File: src/rtl/adc_spi_responder.sv
// adc_spi_responder: emulates the LTC2308 end of the joystick ADC serial link,
// returning programmable 12-bit channel values and capturing the 6-bit config word.
// Latency: SYNC_STAGES+1 clk edges from a CONVST/SCK pin change to the resulting update;
// busy covers CONVERT and SHIFT. The master paces the frame, so there is no backpressure.
// Ports:
//   clk, reset_n          : clock and synchronous active-low reset
//   ADC_CONVST/SCK/SDI    : asynchronous master pins, synchronised internally
//   ADC_SDO               : registered result bit, MSB first
//   chan_data             : eight 12-bit channel values, channel n at [12n+11:12n]
//   cfg_word, cfg_valid   : last committed config word and its one-cycle update pulse
//   busy, frame_err       : frame in progress, one-cycle abort pulse
module adc_spi_responder #(
   parameter int SYNC_STAGES = 2,
   parameter int CONV_CYCLES = 8
) (
   input  logic        clk,
   input  logic        reset_n,
   input  logic        ADC_CONVST,
   input  logic        ADC_SCK,
   input  logic        ADC_SDI,
   output logic        ADC_SDO,
   input  logic [95:0] chan_data,
   output logic [5:0]  cfg_word,
   output logic        cfg_valid,
   output logic        busy,
   output logic        frame_err
);

   localparam int CW = $clog2(CONV_CYCLES + 1);

   typedef enum logic [1:0] {
      ST_IDLE    = 2'd0,
      ST_CONVERT = 2'd1,
      ST_SHIFT   = 2'd2
   } state_t;

   state_t                 state_q;
   logic [SYNC_STAGES-1:0] convst_sync_q;
   logic [SYNC_STAGES-1:0] sck_sync_q;
   logic [SYNC_STAGES-1:0] sdi_sync_q;
   logic                   convst_dly_q;
   logic                   sck_dly_q;
   logic [CW-1:0]          conv_cnt_q;
   logic [11:0]            data_q;
   logic [4:0]             cfg_shift_q;
   logic [2:0]             rx_cnt_q;
   logic [3:0]             tx_cnt_q;
   logic [2:0]             next_ch_q;
   logic                   sdo_q;
   logic [5:0]             cfg_word_q;
   logic                   cfg_valid_q;
   logic                   busy_q;
   logic                   frame_err_q;

   // Synchronised pin levels and their edges. The extra delay flop after the
   // last synchroniser stage gives the SYNC_STAGES+1 pin-to-action latency.
   logic       convst_s;
   logic       sck_s;
   logic       sdi_s;
   logic       convst_rise;
   logic       sck_rise;
   logic       sck_fall;
   logic [5:0] cfg_d;
   logic [6:0] sel_base;
   logic [11:0] chan_sel;

   assign convst_s    = convst_sync_q[SYNC_STAGES-1];
   assign sck_s       = sck_sync_q[SYNC_STAGES-1];
   assign sdi_s       = sdi_sync_q[SYNC_STAGES-1];
   assign convst_rise = convst_s & ~convst_dly_q;
   assign sck_rise    = sck_s & ~sck_dly_q;
   assign sck_fall    = ~sck_s & sck_dly_q;

   // Config word as it would look after shifting in the current SDI bit.
   assign cfg_d    = {cfg_shift_q, sdi_s};
   assign sel_base = 7'(next_ch_q) * 7'd12;
   assign chan_sel = chan_data[sel_base +: 12];

   always_ff @(posedge clk) begin
      if (!reset_n) begin
         state_q       <= ST_IDLE;
         convst_sync_q <= '0;
         sck_sync_q    <= '0;
         sdi_sync_q    <= '0;
         convst_dly_q  <= 1'b0;
         sck_dly_q     <= 1'b0;
         conv_cnt_q    <= '0;
         data_q        <= '0;
         cfg_shift_q   <= '0;
         rx_cnt_q      <= '0;
         tx_cnt_q      <= '0;
         next_ch_q     <= '0;
         sdo_q         <= 1'b0;
         cfg_word_q    <= '0;
         cfg_valid_q   <= 1'b0;
         busy_q        <= 1'b0;
         frame_err_q   <= 1'b0;
      end else begin
         convst_sync_q <= {convst_sync_q[SYNC_STAGES-2:0], ADC_CONVST};
         sck_sync_q    <= {sck_sync_q[SYNC_STAGES-2:0], ADC_SCK};
         sdi_sync_q    <= {sdi_sync_q[SYNC_STAGES-2:0], ADC_SDI};
         convst_dly_q  <= convst_s;
         sck_dly_q     <= sck_s;
         cfg_valid_q   <= 1'b0;
         frame_err_q   <= 1'b0;

         if (convst_rise) begin
            // A CONVST rise always starts a fresh conversion; mid-frame it
            // also flags the abort and drops any partial config bits.
            if (state_q != ST_IDLE) frame_err_q <= 1'b1;
            data_q      <= chan_sel;
            conv_cnt_q  <= CW'(CONV_CYCLES);
            cfg_shift_q <= '0;
            rx_cnt_q    <= '0;
            tx_cnt_q    <= '0;
            sdo_q       <= 1'b0;
            busy_q      <= 1'b1;
            state_q     <= ST_CONVERT;
         end else begin
            case (state_q)
               ST_IDLE: begin
                  sdo_q <= 1'b0;
               end
               ST_CONVERT: begin
                  if (conv_cnt_q != '0) begin
                     conv_cnt_q <= conv_cnt_q - 1'b1;
                  end else if (!convst_s) begin
                     // Conversion done and CONVST released: present the MSB.
                     sdo_q   <= data_q[11];
                     state_q <= ST_SHIFT;
                  end
               end
               ST_SHIFT: begin
                  if (sck_rise) begin
                     if (rx_cnt_q < 3'd6) begin
                        cfg_shift_q <= cfg_d[4:0];
                        rx_cnt_q    <= rx_cnt_q + 1'b1;
                        if (rx_cnt_q == 3'd5) begin
                           cfg_word_q  <= cfg_d;
                           cfg_valid_q <= 1'b1;
                           // Single-ended selects {S1, S0, O/S}; differential keeps the channel.
                           if (cfg_d[5]) next_ch_q <= {cfg_d[3], cfg_d[2], cfg_d[4]};
                        end
                     end
                  end else if (sck_fall) begin
                     tx_cnt_q <= tx_cnt_q + 1'b1;
                     if (tx_cnt_q == 4'd11) begin
                        sdo_q   <= 1'b0;
                        busy_q  <= 1'b0;
                        state_q <= ST_IDLE;
                     end else begin
                        sdo_q  <= data_q[10];
                        data_q <= {data_q[10:0], 1'b0};
                     end
                  end
               end
               default: begin
                  state_q <= ST_IDLE;
                  busy_q  <= 1'b0;
                  sdo_q   <= 1'b0;
               end
            endcase
         end
      end
   end

   assign ADC_SDO   = sdo_q;
   assign cfg_word  = cfg_word_q;
   assign cfg_valid = cfg_valid_q;
   assign busy      = busy_q;
   assign frame_err = frame_err_q;

endmodule

File: config.mk
export PLATFORM = sky130hd
export DESIGN_NAME = adc_spi_responder
export DESIGN_NICKNAME = d
export VERILOG_FILES = /design/src/rtl/adc_spi_responder.sv
export SDC_FILE = /design/constraint.sdc
export NUM_CORES = 1
export LEC_CHECK = 0
export ABC_CLOCK_PERIOD_IN_PS = 1520
export CAP_MARGIN = 20
export CORE_AREA = 2 2 88 90
export DETAILED_ROUTE_END_ITERATION = 16
export DIE_AREA = 0 0 90 92
export PLACE_DENSITY = 0.86
export SLEW_MARGIN = 20
export SYNTH_ARGS = -nofsm -noshare
export SYNTH_HDL_FRONTEND = slang
export SYNTH_SLANG_ARGS = --single-unit
File: constraint.sdc
create_clock -name clk -period 1.52 [get_ports clk]
set_input_delay 0.304 -clock clk [delete_from_list [all_inputs] [get_ports clk]]
set_output_delay 0.304 -clock clk [all_outputs]
set_load 0.01 [all_outputs]
==> reports/results.txt, run 1 <==
The flow ran to the end, but the final reports show violations. The final reports fail on negative setup slack. For the worst-skew pair, the clock arrives at the later sink with an insertion delay of 310 ps. TritonCTS built the clock tree. For the maximum number of pins on one net before global-route repair, the log shows 24. The library cell used as clock root buffer is sky130_fd_sc_hd__clkbuf_8.

The post-synthesis register bit count works out to 51. The tools report the global routing usage on met3 as 0.03780. The number of I/O pins came out at 111. In this run the deepest clock path goes through 2 buffers. For this design, the sink count on the clock tree is 51. The multi-input combinational cells in the finished layout cover a total of 0.001814 mm^2.

The worst-case reg-to-reg path depth was 6. Prior to clock tree synthesis, the placed netlist has a worst setup slack of -73.79 ps. The logs give 0.1887 for the overall track demand over capacity in global routing and 2.742 mW for the overall power.

The minimum setup slack in the final design was -77.19 ps; the upper clock frequency limit was 626.1 MHz. The total clock buffers created by CTS came out at 5. The worst hold path class was reg2reg. In the layout the commonest cells are sky130_fd_sc_hd__clkdlybuf4s50_1, sky130_fd_sc_hd__mux2i_1, sky130_fd_sc_hd__dfxtp_1.

The area share of the largest cell type after synthesis was 0.3577. The cell area after layout came out at 0.004468 mm^2. The most common library cell in the layout ignoring fill and taps was sky130_fd_sc_hd__clkdlybuf4s50_1. The actual transition at the worst max-transition pin is 496.1 ps. In this run the mean area of a mapped cell was 9.450 um^2. The cell area after technology mapping was 0.002854 mm^2; the post-place instance area was 0.004258 mm^2. The leakage dissipation came out at 1.683 nW.

In this run the worst setup path terminates at state_q[0]. The final layout contains routed wiring with a total length of 7.901 mm. The detail route stage leaves a number of antenna-violating nets equal to 0.

The share of final-layout standard cells stronger than drive strength 1 came out at 0.1721. The post-route minimum period was 1597 ps; the height of the die was 92 um. In the synthesized netlist, the number of instances is 302. Setup repair after global routing could not meet its margin everywhere.

The number of antenna diodes in the final layout is 0. The congestion estimate from routability-driven global placement came to 0.9048. The detailed router placed 2718 vias in this run. For the global routing met2 resource utilization, the log shows 0.3377. The die outline area is 0.008280 mm^2, and the overflow left after global routing is 0.

The final count of pins violating max slew is 0. The count of endpoints failing setup in the final report was 3; the total iterations of the first detailed-routing run was 4. The setup path with the least slack is of type reg2reg. The number of synthesis warnings was 0; the final setup skew was 11.30 ps. The sequential element share of the synthesized area is 0.3577, and the net count after synthesis is 410. The core box area was 0.007447 mm^2; the worst max-slew margin expressed relative to the limit was 0.6689. For this design the ratio of total power to cell area is 613.7 mW/mm^2.

After clock tree synthesis, the clock-pin slew on the worst setup and hold paths is 100 ps. Initial cell density of the core: 0.3832. Of all nets on the critical path, the largest fanout is 2. The detail-routed via count per cell was 5.109. Data on the critical path is required at its endpoint by 1720 ps.

Level count of the clock H-tree: 2. Fill cells in the final layout number 636. The tools report the element type at the critical path end as a flip-flop. The logs give 0 for the initial antenna violation count and -80 ps for the reg-to-reg setup timing slack. After detailed routing, the average wire length per cell comes to 14.85 um.

The post-detailed-route DRC marker count came out at 0. The hold violation count in the final report came out at 0. The horizontal die dimension was 90 um.

The start of the worst register-to-register path was conv_cnt_q[1]. Ranked by total cell area, the synthesized netlist is headed by sky130_fd_sc_hd__dfxtp_1, sky130_fd_sc_hd__mux2i_1, sky130_fd_sc_hd__a22oi_1. The floorplan has 32 rows. The worst setup path is launched from a flip-flop. Data arrives at the worst endpoint at 1800 ps.

The share of the clock period used by the worst path after layout was 1.051. Via count of the first global-routing pass: 2760. Area added between synthesis and finish: 56.55%. Of all cell types, the one taking the most synthesized area is sky130_fd_sc_hd__dfxtp_1. For the fraction of met1 tracks used by global routing, the log shows 0.2196. In this run, the number of DRC markers left after iteration 0 of detailed routing was 88. The post-layout net count came out at 537.

The critical path starts at conv_cnt_q[1]. In this run the tool buffered the top-level ports with 110 buffer cells. The endpoint identified for the worst register-to-register timing path is state_q[0]. The run gives 6.250 mm as the detailed placer's ending HPWL.

The first global-routing pass estimated 12.82 mm of wire. Synthesis instantiated 39 different standard cells from the library. Across the whole layout, storage elements account for 0.001028 mm^2. Most congested layer reported by global routing: met2. The run gives 0.6000 as the post-route core utilization. For the reported max-cap violation count, the log shows 0. Worst vdd rail ir drop: 0.4467 mV.
sequential cells by signal (all words and copies together), names as in the netlist, 2 cells and up:
| name | cells |
|---|---|
| conv_cnt_q | 4 |
| state_q | 2 |
| sdi_sync_q | 2 |
| data_q | 12 |
| cfg_word | 6 |
| rx_cnt_q | 3 |
| next_ch_q | 3 |
| sck_sync_q | 2 |
| convst_sync_q | 2 |
| cfg_shift_q | 5 |
| tx_cnt_q | 4 |
synthesized netlist by cell type:
cell	count
sky130_fd_sc_hd__o21ai_2	3
sky130_fd_sc_hd__nor3_1	1
sky130_fd_sc_hd__nand2b_1	3
sky130_fd_sc_hd__nor2b_1	8
sky130_fd_sc_hd__or4b_4	1
sky130_fd_sc_hd__and3b_1	2
sky130_fd_sc_hd__buf_2	6
sky130_fd_sc_hd__a21boi_2	1
sky130_fd_sc_hd__a211oi_1	1
sky130_fd_sc_hd__and2_1	14
sky130_fd_sc_hd__or3b_1	1
sky130_fd_sc_hd__nor3_4	1
sky130_fd_sc_hd__xor2_1	5
sky130_fd_sc_hd__nand4b_1	1
sky130_fd_sc_hd__dfxtp_1	51
sky130_fd_sc_hd__nand3b_1	2
sky130_fd_sc_hd__mux2i_1	65
sky130_fd_sc_hd__a32oi_1	1
sky130_fd_sc_hd__inv_1	5
sky130_fd_sc_hd__nand3b_2	1
sky130_fd_sc_hd__a21oi_1	8
sky130_fd_sc_hd__a22oi_1	24
sky130_fd_sc_hd__xnor2_1	2
sky130_fd_sc_hd__a21boi_1	1
sky130_fd_sc_hd__a311oi_1	1
sky130_fd_sc_hd__buf_6	1
sky130_fd_sc_hd__ha_1	7
sky130_fd_sc_hd__o22ai_1	1
sky130_fd_sc_hd__o21ai_1	11
sky130_fd_sc_hd__and2b_1	1
sky130_fd_sc_hd__nand3_1	21
sky130_fd_sc_hd__clkbuf_1	11
sky130_fd_sc_hd__nand2_1	19
sky130_fd_sc_hd__nand4_1	1
sky130_fd_sc_hd__a31o_1	2
sky130_fd_sc_hd__a221oi_2	2
sky130_fd_sc_hd__buf_4	3
sky130_fd_sc_hd__nand3_2	3
sky130_fd_sc_hd__nor2_1	10
repair_timing:
action / in CTS / in global routing
buffers inserted: 4 / 2
resized for setup: 7 / 18
pin swaps: 5 / 6
hold buffers: 0 / 0
endpoints found under the setup margin: 12 / 30
gates cloned: 0 / 0
cell families (layout without fill, tap and decap cells):
logic type,Yosys count,after routing,synth area share
flops,51,51,0.3577
compound gates,56,56,0.1399
simple gates,90,90,0.1789
buf+inv,26,154,0.04340
mux,65,65,0.2280
xor+xnor,7,7,0.02148
fa+ha+maj,7,7,0.03069
metrics by stage:
stage	setup TNS (ps)	cells	hold WS [ps]
final	-165.3	532	443.6
after CTS	-182.9	530	444.1
after global routing	-661.1	532	468.1
after floorplan	-58.56	302	411.9
after global placement	-39.23	518	415.5
after detailed placement	-285.6	518	421.5
final cells by class:
type	instances	share of cell area
clock buffer	6	0.01624
clock inverter	2	0.003920
inverter	5	0.004200
multi-input combinational	225	0.4060
sequential	51	0.2302
tap	102	0.02856
timing repair buffer	141	0.3108
power breakdown:
part	switching (mW)	internal, mW	leakage, nW
clock network	0.448	0.331	0.0454
logic	0.194	0.379	1.22
registers	0.0223	1.37	0.417
total	0.664	2.08	1.68
worst min-delay path by stage:
| stage | end | start | cells after the start |
|---|---|---|---|
| after floorplan | convst_sync_q[1] | convst_sync_q[0] | 1 |
| after global placement | convst_sync_q[1] | convst_sync_q[0] | 1 |
| after detailed placement | sck_sync_q[1] | sck_sync_q[0] | 1 |
| after CTS | sck_sync_q[1] | sck_sync_q[0] | 1 |
| after global routing | sdi_sync_q[1] | sdi_sync_q[0] | 1 |
| final | convst_sync_q[1] | convst_sync_q[0] | 1 |
worst max-delay path, stage by stage (launching register included):
cell	delay, ps
sky130_fd_sc_hd__dfxtp_2	340
sky130_fd_sc_hd__inv_2	60
sky130_fd_sc_hd__ha_4	120
sky130_fd_sc_hd__or3b_4	390
sky130_fd_sc_hd__a221oi_4	260
sky130_fd_sc_hd__nand2_2	90
sky130_fd_sc_hd__a31o_1	220
metal layers:
layer	wire length (um)	vias up
met4	267	0
met2	3954	81
met3	303	25
met5	0	-
li1	-	1349
met1	3376	1263
No activity file was read; power rests on OpenSTA's default activity.
==> run 2, diff against run 1 <==
--- a/config.mk
+++ b/config.mk
@@ -8,6 +8,7 @@
 export ABC_CLOCK_PERIOD_IN_PS = 1520
 export CAP_MARGIN = 20
 export CORE_AREA = 2 2 88 90
+export CTS_CLUSTER_SIZE = 14
 export DETAILED_ROUTE_END_ITERATION = 16
 export DIE_AREA = 0 0 90 92
 export PLACE_DENSITY = 0.86
==> results of run 2 <==
Same layout as run 1: the final DEF is identical, and so are final timing and power.
==> run 3, diff against run 2 <==
--- a/config.mk
+++ b/config.mk
@@ -5,13 +5,13 @@
 export SDC_FILE = /design/constraint.sdc
 export NUM_CORES = 1
 export LEC_CHECK = 0
-export ABC_CLOCK_PERIOD_IN_PS = 1520
+export ABC_CLOCK_PERIOD_IN_PS = 1740
 export CAP_MARGIN = 20
-export CORE_AREA = 2 2 88 90
+export CORE_AREA = 2 2 84 86
 export CTS_CLUSTER_SIZE = 14
 export DETAILED_ROUTE_END_ITERATION = 16
-export DIE_AREA = 0 0 90 92
-export PLACE_DENSITY = 0.86
+export DIE_AREA = 0 0 86 88
+export PLACE_DENSITY = 0.89
 export SLEW_MARGIN = 20
 export SYNTH_ARGS = -nofsm -noshare
 export SYNTH_HDL_FRONTEND = slang
==> constraint.sdc (replaced) <==
create_clock -name clk -period 1.74 [get_ports clk]
set_input_delay 0.348 -clock clk [delete_from_list [all_inputs] [get_ports clk]]
set_output_delay 0.348 -clock clk [all_outputs]
set_load 0.01 [all_outputs]
==> run 3 against run 2 <==
Compared with the run above:
- register-to-register slack better by 160 ps
- combinational power is 23% lower
- sequential power down 13%
- sequential share of layout area is 1.3 points higher
- non-clock buffer count shrank 18
- cell area down 5.8%
- clock-buffer cell count down 1
- the flow now finishes without violations
- final cell count is 7.5% lower
==> reports/results.txt, run 3 (synthesis results as in run 1) <==
The horizontal die dimension works out to 86 um (-4.4%). The tools report the capturing instance or port of the critical path as ADC_SDO. The post-route core utilization came out at 0.6335 (+0.03356). The logs give 0.006644 mm^2 (-11%) for the core box area and 0.8814 (-2.6%) for the global placement routability congestion. The post-route minimum period is 1657 ps (+59.81 ps), and the reported max-cap violation count is 0 (unchanged). The number of port buffers came out at 110 (unchanged). The worst path arrival time is 1900 ps (+100 ps), and the share of the clock period used by the worst path after layout is 0.9523 (-0.09849). The area growth from synthesis to layout is 47.48%. The run gives 0.4296 (+0.04633) as the initial cell density of the core. Count of endpoints failing setup in the final report: 0 (-3). The power density over cell area was 593.9 mW/mm^2 (-3.2%).

The number of flip-flops under the largest register name was 12 (unchanged). First-pass GRT wire length: 12.31 mm (-4.0%). For the worst vdd rail ir drop, the log shows 0.6861 mV (+54%). The largest driver fanout on the critical path was 3 (+1); the hold slack was 439.8 ps (-3.738 ps). The total iterations of the first detailed-routing run was 4 (unchanged); the number of design-rule violations left by the first detailed-router iteration was 119 (+35%). Overall track demand over capacity in global routing: 0.2042 (+0.01543). The total length of routed wires was 7.691 mm (-2.7%); the number of instances in the placed design was 483 (-6.8%). Upper clock frequency limit: 603.5 MHz (-3.6%). The maximum number of pins on one net before global-route repair was 28 (+17%); the final setup skew was 9.236 ps (-2.067 ps). The later-pin clock latency in the skew report was 310 ps (about the same); the number of hold-repair buffers added at the cts stage was 0 (unchanged). The run gives 0 (unchanged) as the post-detailed-route DRC marker count. The worst register-to-register path begins at conv_cnt_q[0].

The tools report the startpoint type of the worst setup path as a flip-flop. Final count of pins violating max slew: 0 (unchanged). The leakage dissipation is 1.461 nW (-13%). The worst max-slew margin expressed relative to the limit was 0.4526 (-0.2164); the final cell count without fillers was 492 (-7.5%).

For the remaining number of nets flagged by the antenna check after routing, the log shows 0 (unchanged). The logs give 2 (unchanged) for the level count of the clock H-tree and 51 (unchanged) for the TritonCTS sink count. The die outline area came out at 0.007568 mm^2 (-8.6%). The library cell used most frequently in the layout, excluding fill and tap cells, is sky130_fd_sc_hd__clkdlybuf4s50_1. The detailed placer's ending HPWL was 6.055 mm (-3.1%); the wire length per cell after detailed routing was 15.63 um (+5.3%). The actual transition at the worst max-transition pin is 818.1 ps (+322.1 ps), and the worst path required time is 1980 ps (+260 ps).

The run gives 0 (unchanged) as the hold violation count in the final report. More flip-flops sit in one register than any other, and that register is data_q. The logs give 0 (unchanged) for the overflow left after global routing and 0 (unchanged) for the number of inserted diodes.

The run gives 111 (unchanged) as the number of I/O pins. The element type at the critical path end is a flip-flop. The worst-case clock buffer depth came out at 2 (unchanged). The flow ran to the end, and the final reports show no timing, DRC or antenna violations.

The detail-routed via count per cell was 5.285 (+3.4%). The height of the die was 88 um (-4.3%). TritonCTS built the clock tree. The clock transition at the registers of the reported paths is 100 ps (about the same). The kind of critical path was reg2reg.

The via count of the routed design is 2600 (-4.3%), and the number of core rows is 30 (-6.3%). The tools report the endpoint of the worst register-to-register path as ADC_SDO. The critical path startpoint was conv_cnt_q[0]. Via count of the first global-routing pass: 2659 (-3.7%). The share of final-layout standard cells stronger than drive strength 1 is 0.09466 (-0.07743). Reg-to-reg setup timing slack: 80 ps (+160 ps). The sum of negative setup slack came out at 0 ps (+165.3 ps). The logs give 519 (-3.4%) for the post-layout net count and 5 (unchanged) for the total clock buffers created by CTS. The worst-case reg-to-reg path depth works out to 7 (+1). In this run the worst hold path is classified as reg2reg.

Library cell used as clock root buffer: sky130_fd_sc_hd__clkbuf_8. The initial antenna violation count is 0 (unchanged). Leaving out fill and tap cells, the most frequent cells in the layout are sky130_fd_sc_hd__clkdlybuf4s50_1, sky130_fd_sc_hd__mux2i_1, sky130_fd_sc_hd__dfxtp_1.
==> run 3: final cells by class <==
type	instances	area [um^2]
clock buffer	5	68.82
clock inverter	3	47.55
fill	521	2435
inverter	5	18.77
multi-input combinational	225	1727
sequential	51	1023
tap	80	100.1
timing repair buffer	123	1224
==> run 3: power by group <==
group / internal [mW] / total, mW / switching (mW)
sequential: 1.19 / 1.21 / 0.0194
combinational: 0.297 / 0.443 / 0.146
clock: 0.436 / 0.843 / 0.407
total: 1.93 / 2.50 / 0.572
==> run 3: how the worst min path moves through the flow <==
stage,cells past startpoint,from,end
5_1_grt,1,convst_sync_q[0],convst_sync_q[1]
3_3_place_gp,1,sck_sync_q[0],sck_sync_q[1]
2_1_floorplan,1,convst_sync_q[0],convst_sync_q[1]
4_1_cts,1,sck_sync_q[0],sck_sync_q[1]
3_5_place_dp,1,sck_sync_q[0],sck_sync_q[1]
6_report,1,sck_sync_q[0],sck_sync_q[1]
==> run 3: worst max-delay path, stage by stage (launching register included) <==
cell and delay (ps):
sky130_fd_sc_hd__dfxtp_2 340, sky130_fd_sc_hd__inv_1 60, sky130_fd_sc_hd__ha_2 170, sky130_fd_sc_hd__or3b_4 390, sky130_fd_sc_hd__a221oi_2 270, sky130_fd_sc_hd__buf_4 160, sky130_fd_sc_hd__nand3_1 80, sky130_fd_sc_hd__o22ai_1 130
==> run 3: per-layer routing <==
layer	up-vias	global-route usage	part of all wire
li1	1312	-	-
met1	1203	0.2250	0.41
met2	68	0.3925	0.52
met3	17	0.04147	0.047
met4	0	0.06061	0.022
met5	-	0	0
==> run 3: repair_timing <==
action | in CTS | in global routing
endpoints found under the setup margin | 0 | 15
endpoints found under the hold margin | 0 | 0
buffers inserted | 0 | 1
resized for setup | 0 | 6
==> run 3: stage by stage <==
| step | setup slack (ps) | instance area, um^2 | power (mW) |
|---|---|---|---|
| finish | 83.00 | 4209 | 2.500 |
| global route | -27.38 | 4209 | 2.607 |
| CTS | 32.65 | 4183 | 2.503 |
| detailed placement | 50.95 | 4066 | 1.672 |
| global placement | 107.5 | 4066 | 1.657 |
| floorplan | 67.31 | 2854 | 1.391 |
==> RTL change (settings of run 3) <==
One comparison of `tx_cnt_q` changes from == to >=.
--- a/src/rtl/adc_spi_responder.sv
+++ b/src/rtl/adc_spi_responder.sv
@@ -144,7 +144,7 @@
                      end
                   end else if (sck_fall) begin
                      tx_cnt_q <= tx_cnt_q + 1'b1;
-                     if (tx_cnt_q == 4'd11) begin
+                     if (tx_cnt_q >= 4'd11) begin
                         sdo_q   <= 1'b0;
                         busy_q  <= 1'b0;
                         state_q <= ST_IDLE;
Behaviour: same outputs for any inputs over 10 cycles, from zero or initial values and one cycle with reset_n low; that may be too few to reach the edited logic, so the function may still have changed.
==> RTL change against run 3 <==
Count of clock-buffer cells in the layout increased by 2; sequential cell count unchanged; clock skew decreased by 0.0025 ns; non-clock buffer count increased by 5; cell area decreased by 2.7%; combinational power increased by 7.7%; synthesized area decreased by 4.2%; maximum frequency decreased by 2.3%; total power decreased by 5.5%; worst setup slack got worse by 0.039 ns; routed wire length increased by 0.77%; utilization decreased by 1.7 points.
==> RTL change: results <==
[critical_path]
r2r.worst_path.cells = 6
startpoint = conv_cnt_q[1]$_SDFFE_PP0P_
crit_end = state_q[0]$_SDFFE_PN0P_
worst-path-max-fanout = 4
path_delay_family = compound AO/OA/AOI/OAI gates
r2r_slack_ns = 0.04

[placement]
dp_worst_setup_slack_ns = 0.0413
dp.final_hpwl_mm = 6.16
dpl_cell_area_um2 = 3960

[global_route]
grt_max_degree = 22
grtUsageMet2_pct = 38.7
grt_first_pass_wirelength_mm = 12.5
grt_pass1_vias = 2677
met1_usage_pct = 24.6
grtUsageTotal_pct = 21.1
use_met3_pct = 4.05

[power_and_ir_drop]
p_sw_share_pct = 23.5
cellLeakagePower_nw = 1.42

[sta]
worstMarginPinSlew_ns = 0.480
clock-skew-final_ns = 0.00676
worst_hold_slack_ns = 0.444

[layout]
drive_gt1_share_pct = 18.4
fillCellCount = 533
nNetsFinal = 488

[synthesis]
ys_seq_area_share_pct = 37.3
synth_cell_types = 38
netlist_top_cells_count = dfxtp_1 (51), mux4_2 (24), nor3_1 (20)
synthTopCellsByArea = dfxtp_1 (37%), mux4_2 (20%), nor3_1 (3.7%), ha_1 (3.2%), a21oi_1 (2.7%)
syn_nets = 371

[route]
wl_met3_um = 382
wl_met2_mm = 4.12
drtIter0Drc = 110
wl_met1_mm = 3.05

[status]
status = complete, no violations
## RTL change: cell count changes after synthesis, moves of 4 or more
cell,run 3,this run
mux2i_1,65,7
a22oi_1,24,0
mux4_2,0,24
nor3_1,1,20
o21ai_1,11,0
o22ai_1,1,12
nand3_1,21,11
a21oi_1,8,15
nor2b_1,8,1
nor4_1,0,7
nor2_1,10,16
clkbuf_1,11,7
## RTL change: power groups by stage
stage	Clock, mW	Sequential, mW	Combinational [mW]
after detailed placement	0	1.25	0.465
after floorplan	0	1.24	0.186
after global placement	0	1.25	0.449
after CTS	0.667	1.22	0.468
final	0.660	1.22	0.477
after global routing	0.712	1.23	0.515
## RTL change: stage by stage
step           power (mW)  instances
2_1_floorplan        1.43        263
3_3_place_gp         1.70        451
3_5_place_dp         1.71        451
4_1_cts              2.36        459
5_1_grt              2.45        461
6_report             2.36        461
## RTL change: cell type report
| class | count | area, um^2 | share of cell area (%) |
|---|---|---|---|
| timing repair buffer | 128 | 1250 | 30.5 |
| tap | 80 | 100 | 2.44 |
| multi-input combinational | 187 | 1610 | 39.4 |
| clock buffer | 7 | 76.3 | 1.86 |
| sequential | 51 | 1020 | 25.0 |
| clock inverter | 1 | 5.00 | 0.122 |
| inverter | 7 | 26.3 | 0.642 |
## RTL change: cells by family (layout without fill, tap and decap cells)
kind of cell / after synthesis / in the layout / share of synthesized area (%)
flops: 51 / 51 / 37.3
fa+ha+maj: 7 / 7 / 3.20
simple gates: 103 / 104 / 20.0
buf+inv: 26 / 143 / 5.22
compound gates: 38 / 38 / 9.66
mux: 31 / 31 / 22.3
xor+xnor: 7 / 7 / 2.24
## RTL change: what timing repair did
action	in CTS	in global routing
resized for setup	0	15
setup endpoints to repair	0	21
buffers inserted	0	1
